File: src/rtl/clk_edge_monitor_if.sv
`default_nettype none
// +--------------------------------------------------------------------------+
// | clk_edge_monitor_if : slow-clock input and edge/period/lock outputs      |
// | rev 1.0                                                                  |
// +--------------------------------------------------------------------------+
interface clk_edge_monitor_if #(
    parameter int CNT_W = 16
);
    logic             i_sclk;
    logic             o_rise;
    logic             o_fall;
    logic [CNT_W-1:0] o_period;
    logic             o_period_valid;
    logic             o_locked;
    logic             o_lost;

    modport master (
        output i_sclk,
        input  o_rise, o_fall, o_period, o_period_valid, o_locked, o_lost
    );

    modport slave (
        input  i_sclk,
        output o_rise, o_fall, o_period, o_period_valid, o_locked, o_lost
    );
endinterface
`default_nettype wire

File: src/rtl/clk_edge_monitor.sv
`default_nettype none
// +--------------------------------------------------------------------------+
// | clk_edge_monitor : edge strobes, period measurement, lock/loss detection |
// | rev 1.0                                                                  |
// +--------------------------------------------------------------------------+
module clk_edge_monitor #(
    parameter int SYNC_STAGES = 2,
    parameter int CNT_W       = 16,
    parameter int LOCK_COUNT  = 4,
    parameter int TOLERANCE   = 1,
    parameter int TIMEOUT     = 1024
) (
    input  wire logic         clk,
    input  wire logic         rst,
    clk_edge_monitor_if.slave bus
);

    localparam int                 C_MATCH_W    = $clog2(LOCK_COUNT + 1);
    localparam logic [CNT_W-1:0]   C_TIMEOUT    = CNT_W'(TIMEOUT);
    localparam logic [CNT_W-1:0]   C_TIMEOUT_M1 = CNT_W'(TIMEOUT - 1);
    localparam logic [CNT_W:0]     C_TOL        = (CNT_W + 1)'(TOLERANCE);
    localparam logic [C_MATCH_W-1:0] C_LOCK     = C_MATCH_W'(LOCK_COUNT);

    typedef enum logic [1:0] {
        ST_IDLE    = 2'd0,
        ST_MEASURE = 2'd1,
        ST_LOCKED  = 2'd2
    } state_t;

    logic [SYNC_STAGES-1:0] sync_q, sync_d;
    logic                   prev_q, prev_d;
    logic                   rise_q, rise_d;
    logic                   fall_q, fall_d;
    logic [CNT_W-1:0]       cnt_q, cnt_d;
    state_t                 state_q, state_d;
    logic [C_MATCH_W-1:0]   match_q, match_d;
    logic                   first_q, first_d;
    logic [CNT_W-1:0]       period_q, period_d;
    logic                   valid_q, valid_d;
    logic                   locked_q, locked_d;
    logic                   lost_q, lost_d;

    logic                   w_sync_out;
    logic                   w_rise;
    logic                   w_timeout;
    logic [CNT_W:0]         w_new_period;
    logic [CNT_W:0]         w_prev_period;
    logic [CNT_W:0]         w_diff;
    logic                   w_hit;
    logic [C_MATCH_W-1:0]   w_match_inc;

    always_comb begin
        w_sync_out = sync_q[SYNC_STAGES-1];
        sync_d     = {sync_q[SYNC_STAGES-2:0], bus.i_sclk};
        prev_d     = w_sync_out;
        w_rise     = w_sync_out & ~prev_q;
        rise_d     = w_rise;
        fall_d     = ~w_sync_out & prev_q;

        if (w_rise) begin
            cnt_d = '0;
        end else if (cnt_q == C_TIMEOUT) begin
            cnt_d = cnt_q;
        end else begin
            cnt_d = cnt_q + 1'b1;
        end
        // Loss fires only on the edge the counter first reaches TIMEOUT.
        w_timeout = ~w_rise && (cnt_q == C_TIMEOUT_M1);

        // Unsigned distance on CNT_W+1 bits so the difference never wraps.
        w_new_period  = {1'b0, cnt_q} + 1'b1;
        w_prev_period = {1'b0, period_q};
        w_diff        = (w_new_period >= w_prev_period) ? (w_new_period - w_prev_period)
                                                        : (w_prev_period - w_new_period);
        w_hit         = ~first_q && (w_diff <= C_TOL);
        w_match_inc   = (match_q == C_LOCK) ? match_q : match_q + 1'b1;

        state_d  = state_q;
        match_d  = match_q;
        first_d  = first_q;
        period_d = period_q;
        valid_d  = 1'b0;
        lost_d   = lost_q;

        if (w_rise) begin
            case (state_q)
                ST_IDLE: begin
                    state_d = ST_MEASURE;
                    first_d = 1'b1;
                    match_d = '0;
                    lost_d  = 1'b0;
                end
                ST_MEASURE, ST_LOCKED: begin
                    period_d = w_new_period[CNT_W-1:0];
                    valid_d  = 1'b1;
                    first_d  = 1'b0;
                    match_d  = w_hit ? w_match_inc : '0;
                    if (state_q == ST_MEASURE) begin
                        if (w_hit && (w_match_inc == C_LOCK)) begin
                            state_d = ST_LOCKED;
                        end
                    end else if (!w_hit) begin
                        state_d = ST_MEASURE;
                    end
                end
                default: begin
                    state_d = ST_IDLE;
                    match_d = '0;
                end
            endcase
        end else if (w_timeout) begin
            state_d = ST_IDLE;
            match_d = '0;
            lost_d  = 1'b1;
        end

        locked_d = (state_d == ST_LOCKED);
    end

    always_ff @(posedge clk or posedge rst) begin
        if (rst) begin
            sync_q   <= '0;
            prev_q   <= 1'b0;
            rise_q   <= 1'b0;
            fall_q   <= 1'b0;
            cnt_q    <= '0;
            state_q  <= ST_IDLE;
            match_q  <= '0;
            first_q  <= 1'b0;
            period_q <= '0;
            valid_q  <= 1'b0;
            locked_q <= 1'b0;
            lost_q   <= 1'b0;
        end else begin
            sync_q   <= sync_d;
            prev_q   <= prev_d;
            rise_q   <= rise_d;
            fall_q   <= fall_d;
            cnt_q    <= cnt_d;
            state_q  <= state_d;
            match_q  <= match_d;
            first_q  <= first_d;
            period_q <= period_d;
            valid_q  <= valid_d;
            locked_q <= locked_d;
            lost_q   <= lost_d;
        end
    end

    assign bus.o_rise         = rise_q;
    assign bus.o_fall         = fall_q;
    assign bus.o_period       = period_q;
    assign bus.o_period_valid = valid_q;
    assign bus.o_locked       = locked_q;
    assign bus.o_lost         = lost_q;

endmodule
`default_nettype wire

File: src/flat_wrapper.sv
// flat-port wrapper written by rule: the top's interface ports become plain ports
module clk_edge_monitor_flat 
#(
    parameter int SYNC_STAGES = 2,
    parameter int CNT_W       = 16,
    parameter int LOCK_COUNT  = 4,
    parameter int TOLERANCE   = 1,
    parameter int TIMEOUT     = 1024
)
  (clk, rst, bus_i_sclk, bus_o_rise, bus_o_fall, bus_o_period, bus_o_period_valid, bus_o_locked, bus_o_lost);
  clk_edge_monitor_if #(.CNT_W(CNT_W)) bus_i ();
  input  wire logic clk;
  input  wire logic rst;
  input wire logic [$bits(bus_i.i_sclk)-1:0] bus_i_sclk;
  output wire logic [$bits(bus_i.o_rise)-1:0] bus_o_rise;
  output wire logic [$bits(bus_i.o_fall)-1:0] bus_o_fall;
  output wire logic [$bits(bus_i.o_period)-1:0] bus_o_period;
  output wire logic [$bits(bus_i.o_period_valid)-1:0] bus_o_period_valid;
  output wire logic [$bits(bus_i.o_locked)-1:0] bus_o_locked;
  output wire logic [$bits(bus_i.o_lost)-1:0] bus_o_lost;
  assign bus_i.i_sclk = bus_i_sclk;
  assign bus_o_rise = bus_i.o_rise;
  assign bus_o_fall = bus_i.o_fall;
  assign bus_o_period = bus_i.o_period;
  assign bus_o_period_valid = bus_i.o_period_valid;
  assign bus_o_locked = bus_i.o_locked;
  assign bus_o_lost = bus_i.o_lost;
  clk_edge_monitor #(.SYNC_STAGES(SYNC_STAGES), .CNT_W(CNT_W), .LOCK_COUNT(LOCK_COUNT), .TOLERANCE(TOLERANCE), .TIMEOUT(TIMEOUT)) u_core (.clk(clk), .rst(rst), .bus(bus_i));
endmodule
File: config.mk
export PLATFORM = sky130hd
export DESIGN_NAME = clk_edge_monitor_flat
export DESIGN_NICKNAME = d
export VERILOG_FILES = /design/src/rtl/clk_edge_monitor_if.sv /design/src/rtl/clk_edge_monitor.sv /design/src/flat_wrapper.sv
export SDC_FILE = /design/constraint.sdc
export NUM_CORES = 1
export LEC_CHECK = 0
export ABC_AREA = 0
export BUFFER_PORTS_ARGS = -buffer_cell sky130_fd_sc_hd__buf_2
export CORE_MARGIN = 2
export CORE_UTILIZATION = 30
export DETAILED_ROUTE_END_ITERATION = 8
export GPL_TIMING_DRIVEN = 1
export PLACE_DENSITY_LB_ADDON = 0.25
export SLEW_MARGIN = 0
export SYNTH_ARGS = -nofsm -noshare
export SYNTH_HDL_FRONTEND = slang
export SYNTH_SLANG_ARGS = --single-unit
File: constraint.sdc
create_clock -name clk -period 8.2 [get_ports clk]
set_input_delay 1.23 -clock clk [delete_from_list [all_inputs] [get_ports clk]]
set_output_delay 1.23 -clock clk [all_outputs]
set_load 0.05 [all_outputs]
# After elaboration in Yosys (flattened, before gate mapping)
# Index checks and enable logic that the tools add are counted.
# totals
input_bits	3
out_inout_bits	21
register_bits	46
wordCells	64
# classes
reduce_logical	10
bitwise_logic	6
add_sub_neg	5
n_lt_le_gt_ge	2
n_eq_ne	9
n_mux	20
# ops
op	n
two-way mux 16 bit	2
adder 16 x 1 -> 17 bit, second input constant	1
>= comparator 17 x 16 -> 1 bit	1
<= comparator 17 x 1 -> 1 bit, second input constant	1
two-way mux 17 bit	1
subtractor 16 x 17 -> 17 bit	1
subtractor 17 x 16 -> 17 bit	1
adder 16 x 1 -> 16 bit, second input constant	1
equality test 16 x 10 -> 1 bit, second input constant	1
equality test 16 x 11 -> 1 bit, second input constant	1
two-way mux 3 bit	5
two-way mux 2 bit	5
equality test 3 bit, second input constant	2
AND reduction 2 bit	3
two-way mux 1 bit	5
equality test 2 bit, second input constant	2
NOT 1 bit	4
case mux 2 bit (2 select lines)	1
nonzero test 2 bit	2
adder 3 x 1 -> 3 bit, second input constant	1
logical AND 1 bit	3
AND 1 bit	2
equality test 2 x 1 -> 1 bit, second input constant	1
logical NOT 2 bit	1
other kinds (4)	4

# Longest topological paths before layout
# logic_depth
ltp_word	11
mapped_depth	20

# Worst setup path after synthesis
# No wires, ideal clock.
# synth_timing
path_type	flip-flop to flip-flop
start	reg u_core.cnt_q[0]
end	reg u_core.match_q[0]
period_less_slack_ns	4.017
path_stages_with_launch	19
setup_ns	0.076
setup_slack_ns	4.183
t_arrival_ns	3.941
required_time_ns	8.124
cell_sequence	dfrtp_1 ha_1 nand3_2 nor3_1 and3_1 xnor2_1 inv_1 ha_1 nand4_1 nor3_1 o21a_1 buf_6 nor2_1 and3_1 or3_4 nor4_4 and4_2 a31oi_1 o21ai_1
# synth_between
elab_chain_cells	8
word_cells_on_any_way	13
# synth_rtl
item	line_no	rtl
start: declaration	clk_edge_monitor.sv:34	logic [CNT_W-1:0] cnt_q, cnt_d;
start signal: assignment	clk_edge_monitor.sv:139	cnt_q <= cnt_d;
adder 16 x 1 -> 17 bit *	clk_edge_monitor.sv:71	w_new_period = {1'b0, cnt_q} + 1'b1;
named net u_core.w_new_period[12]	clk_edge_monitor.sv:46	logic [CNT_W:0] w_new_period;
subtractor 16 x 17 -> 17 bit, or another cell as far along	clk_edge_monitor.sv:74	: (w_prev_period - w_new_period);
two-way mux 17 bit *	clk_edge_monitor.sv:73	w_diff = (w_new_period >= w_prev_period) ? (w_new_period - w_prev_period)
<= comparator 17 x 1 -> 1 bit *	clk_edge_monitor.sv:75	w_hit = ~first_q && (w_diff <= C_TOL);
logical AND 1 bit *	clk_edge_monitor.sv:75	
two-way mux 3 bit *	clk_edge_monitor.sv:97	match_d = w_hit ? w_match_inc : '0;
two-way mux 3 bit *	clk_edge_monitor.sv:86	case (state_q)
two-way mux 3 bit *	clk_edge_monitor.sv:85	if (w_rise) begin
end signal: assignment	clk_edge_monitor.sv:141	match_q <= match_d;
end: declaration	clk_edge_monitor.sv:36	logic [C_MATCH_W-1:0] match_q, match_d;
# The timed path passes the listed nets; every way through them passes the cells marked *.
# A chain may end at the register's enable or synchronous reset.

# Worst setup path after layout
# layout_timing
start	reg u_core.cnt_q[0]
end	reg u_core.locked_q (netlist: u_core.bus.o_locked)
# layout_between
elab_chain_cells	11
word_cells_on_any_way	17
# layout_rtl
item	line_no	rtl
adder 16 x 1 -> 17 bit *	clk_edge_monitor.sv:71	
named net u_core.w_new_period[12]	clk_edge_monitor.sv:46	
subtractor 16 x 17 -> 17 bit, or another cell as far along	clk_edge_monitor.sv:74	
two-way mux 17 bit *	clk_edge_monitor.sv:73	
<= comparator 17 x 1 -> 1 bit *	clk_edge_monitor.sv:75	
logical AND 1 bit *	clk_edge_monitor.sv:75	
logical AND 1 bit	clk_edge_monitor.sv:99	if (w_hit && (w_match_inc == C_LOCK)) begin
two-way mux 2 bit	clk_edge_monitor.sv:99	
two-way mux 2 bit *	clk_edge_monitor.sv:98	if (state_q == ST_MEASURE) begin
case mux 2 bit (2 select lines) *	clk_edge_monitor.sv:86	
two-way mux 2 bit *	clk_edge_monitor.sv:85	
named net u_core.state_d[1]	clk_edge_monitor.sv:35	state_t state_q, state_d;
equality test 2 bit *	clk_edge_monitor.sv:117	locked_d = (state_d == ST_LOCKED);
named net u_core.locked_d	clk_edge_monitor.sv:40	logic locked_q, locked_d;
end signal: assignment	clk_edge_monitor.sv:145	locked_q <= locked_d;
end: declaration	clk_edge_monitor.sv:40	
# Marks and branches as above.

==> load_flow_metrics.sql <==
INSERT INTO impl_metrics (metric_group, metric, value, unit) VALUES
('status', 'status', 'finished, final reports clean', ''),
('timing', 'final_hold_vios', '0', ''),
('detailed_routing', 'route.detailed.vias_per_inst', '5.26', ''),
('power_and_ir_drop', 'cellPowerDensity', '370', 'nW/um2'),
('timing', 'period_needed', '4.72', 'ns'),
('worst_hold_path', 'launch_point_of_the_worst_hold_path', 'u_core.sync_q[0]', ''),
('worst_hold_path', 'min-delay-path-class', 'reg2reg', ''),
('grt', 'grt_pass1_vias', '3405', ''),
('place', 'detailedPlacementHpwl', '8580', 'um'),
('worst_setup_path', 'worst_r2r_endpoint', 'u_core.bus.o_locked', ''),
('synth', 'seq_area_frac_synth', '28.4', '%'),
('worst_setup_path', 'critPathKind', 'reg2reg', ''),
('job', 'drv_cap', '0', ''),
('synth', 'synth_enable_flop_cells', '0', ''),
('worst_hold_path', 'timing.hold.worst_endpoint', 'u_core.sync_q[1]', ''),
('worst_setup_path', 'crit_required', '8.43', 'ns'),
('floorplanning', 'core_area', '13200', 'um2'),
('synth', 'netlist_instances', '488', ''),
('power_and_ir_drop', 'power.ir.vdd_worst', '0.103', 'mV'),
('power_and_ir_drop', 'total_leakage_power', '0.00219', 'uW'),
('grt', 'grt_overflow_total', '0', ''),
('timing', 'slew_violations', '0', ''),
('detailed_routing', 'drt.antenna.violating_nets', '0', ''),
('timing', 'fmax', '0.212', 'GHz'),
('timing', 'finalCritPeriodShare', '57.6', '%'),
('worst_setup_path', 'crit_start', 'u_core.cnt_q[0]', ''),
('grt', 'global_route.peak_usage_layer', 'met2', ''),
('worst_setup_path', 'worst_setup_path_end_kind', 'register', ''),
('worst_setup_path', 'worst_setup_path_start_kind', 'register', ''),
('grt', 'grt_use_met2', '25.6', '%'),
('floorplanning', 'std_cell_rows', '42', ''),
('floorplanning', 'design.portCount', '24', ''),
('worst_hold_path', 'hold-path-cell-count', '0', ''),
('floorplanning', 'horiz_die_dim', '120', 'um'),
('synth', 'synth_top_cell_area_share', '28.4', '%'),
('worst_setup_path', 'crit_path_cell_trace', 'ha_1 > nand3_2 > nor3_1 > and3_1 > xnor2_1 > inv_1 > ha_1 > nand4_1 > nor3_1 > o21a_1 > nor2_1 > and3_1 > or3_4 > nor4_4 > a31oi_1 > o211ai_2 > o311a_1', ''),
('layout', 'insertedDiodeCount', '0', ''),
('floorplanning', 'chipHeight', '120', 'um'),
('timing', 'timing.clock.skew', '0.00543', 'ns'),
('grt', 'met1_usage', '20.5', '%'),
('synth', 'netlist.top_cell.by_area', 'dfrtp_1', ''),
('synth', 'synth.cell_area', '4060', 'um2'),
('worst_setup_path', 'r2r_setup_slack', '3.48', 'ns'),
('clock_tree', 'cts_tree', 'yes', ''),
('grt', 'groute.usage.overall', '15.4', '%'),
('layout', 'final_nets', '544', ''),
('worst_setup_path', 'data_arrival_critical_path', '4.96', 'ns'),
('worst_setup_path', 'worst_r2r_src', 'u_core.cnt_q[0]', ''),
('timing', 'grt_setup_unrepaired', 'false', ''),
('place', 'port_buffers', '23', ''),
('worst_setup_path', 'critPathSlowestCell', 'dfrtp_1', ''),
('grt', 'antenna_found_initial', '0', ''),
('synth', 'yosysWarningCount', '0', ''),
('clock_tree', 'clk_latency', '0.30', 'ns'),
('clock_tree', 'post_cts_setup_buffers', '0', ''),
('place', 'gp_congestion', '0.889', ''),
('layout', 'post-route-util', '33.3', '%'),
('layout', 'mostFrequentLayoutCell', 'dfrtp_1', ''),
('synth', 'synth.net_count', '532', ''),
('grt', 'grt_start_max_net_pins', '47', ''),
('layout', 'post_route_cells_drive_above_1_share', '11.6', '%'),
('timing', 'worst-slew-pin-transition', '0.942', 'ns'),
('timing', 'slew_headroom', '37.1', '%'),
('grt', 'grt_first_pass_wirelength', '17700', 'um'),
('clock_tree', 'clkSlewWorstSetupHoldPaths', '0.07', 'ns'),
('clock_tree', 'post_cts_resized', '0', ''),
('clock_tree', 'cts_inserted_buffers', '5', ''),
('layout', 'final_cell_mix', 'dfrtp_1 (46), inv_1 (45), nand2_1 (45)', ''),
('layout', 'instances_no_fill', '677', ''),
('clock_tree', 'clock_root_cell', 'clkbuf_16', ''),
('worst_setup_path', 'ff2ff_path_depth', '17', '');
[layer usage]
| layer | routed length [um] | vias to the layer above |
|---|---|---|
| met5 | 0 | - |
| met4 | 276 | 0 |
| met3 | 304 | 20 |
| met2 | 5150 | 86 |
| met1 | 4980 | 1701 |
| li1 | - | 1751 |
[stage by stage]
stage / cell area, um2 / hold WS (ns) / setup slack, ns / total power [uW]
5_1_grt: 4410 / 0.379 / 3.02 / 1770
4_1_cts: 4410 / 0.358 / 3.48 / 1630
3_3_place_gp: 4250 / 0.337 / 3.62 / 1410
3_5_place_dp: 4250 / 0.341 / 3.51 / 1410
6_report: 4410 / 0.354 / 3.48 / 1630
2_1_floorplan: 4060 / 0.331 / 4.18 / 1200
[layout make-up]
type	count	area (um2)	area share (%)
multi-input combinational	378	2590	58.9
sequential	46	1150	26.1
tap	176	220	5.00
inverter	46	173	3.92
clock buffer	5	125	2.84
timing repair buffer	23	115	2.61
clock inverter	3	28.8	0.653
[cell usage after synthesis (4+ instances only)]
master / instances
xor2_1: 9
a31oi_1: 5
buf_6: 6
dfrtp_1: 46
ha_1: 39
and3_1: 5
o221ai_1: 5
o21ai_0: 35
and2_1: 8
a211oi_1: 4
xnor2_1: 9
nor2_1: 39
nor2b_1: 6
a21o_1: 12
nand4_1: 14
clkbuf_1: 4
o211ai_1: 7
o22ai_1: 4
o21a_1: 4
nand3_1: 18
a21oi_1: 35
nand3b_1: 4
o31ai_1: 4
inv_1: 46
nor3_1: 9
nand2_1: 45
buf_2: 5
[worst max-delay path by stage]
stage	end	slack [ns]	cells past startpoint
2_1_floorplan	u_core.match_q[0]	4.18	18
3_3_place_gp	u_core.match_q[0]	3.62	18
3_5_place_dp	u_core.state_q[0]	3.51	17
4_1_cts	u_core.bus.o_locked	3.48	17
5_1_grt	u_core.bus.o_locked	3.02	18
6_report	u_core.bus.o_locked	3.48	17
[worst max-delay path: cells and delay by family, from the launching register on]
kind                       cells  cell delay (ns)
adders and majority gates      2             0.63
and+or+nand+nor                9             2.36
AOI/OAI and AO/OA              4             0.98
xor gates and xnor gates       1             0.19
DFF                            1             0.43
buffers and inverters          1             0.08
[cells by family after synthesis]
logic type,count (synthesis),share of synthesized area (%)
DFF,46,28.4
xor gates and xnor gates,18,3.89
AOI/OAI and AO/OA,135,22.3
muxes,1,0.247
buffers and inverters,64,7.62
adders and majority gates,41,13.0
and+or+nand+nor,183,24.5
[flip-flops by register name, indices dropped and copies added (netlist names), 2 cells and up]
signal               cells
u_core.match_q           3
u_core.state_q           2
u_core.bus.o_period     16
u_core.cnt_q            16
u_core.sync_q            2
[where the power goes]
part           switching, uW  internal (uW)  leakage, uW
logic                    702            441      0.00149
clock network           95.3            117    0.0000763
registers               28.4            248     0.000619
No activity file was read; power rests on OpenSTA's default activity.
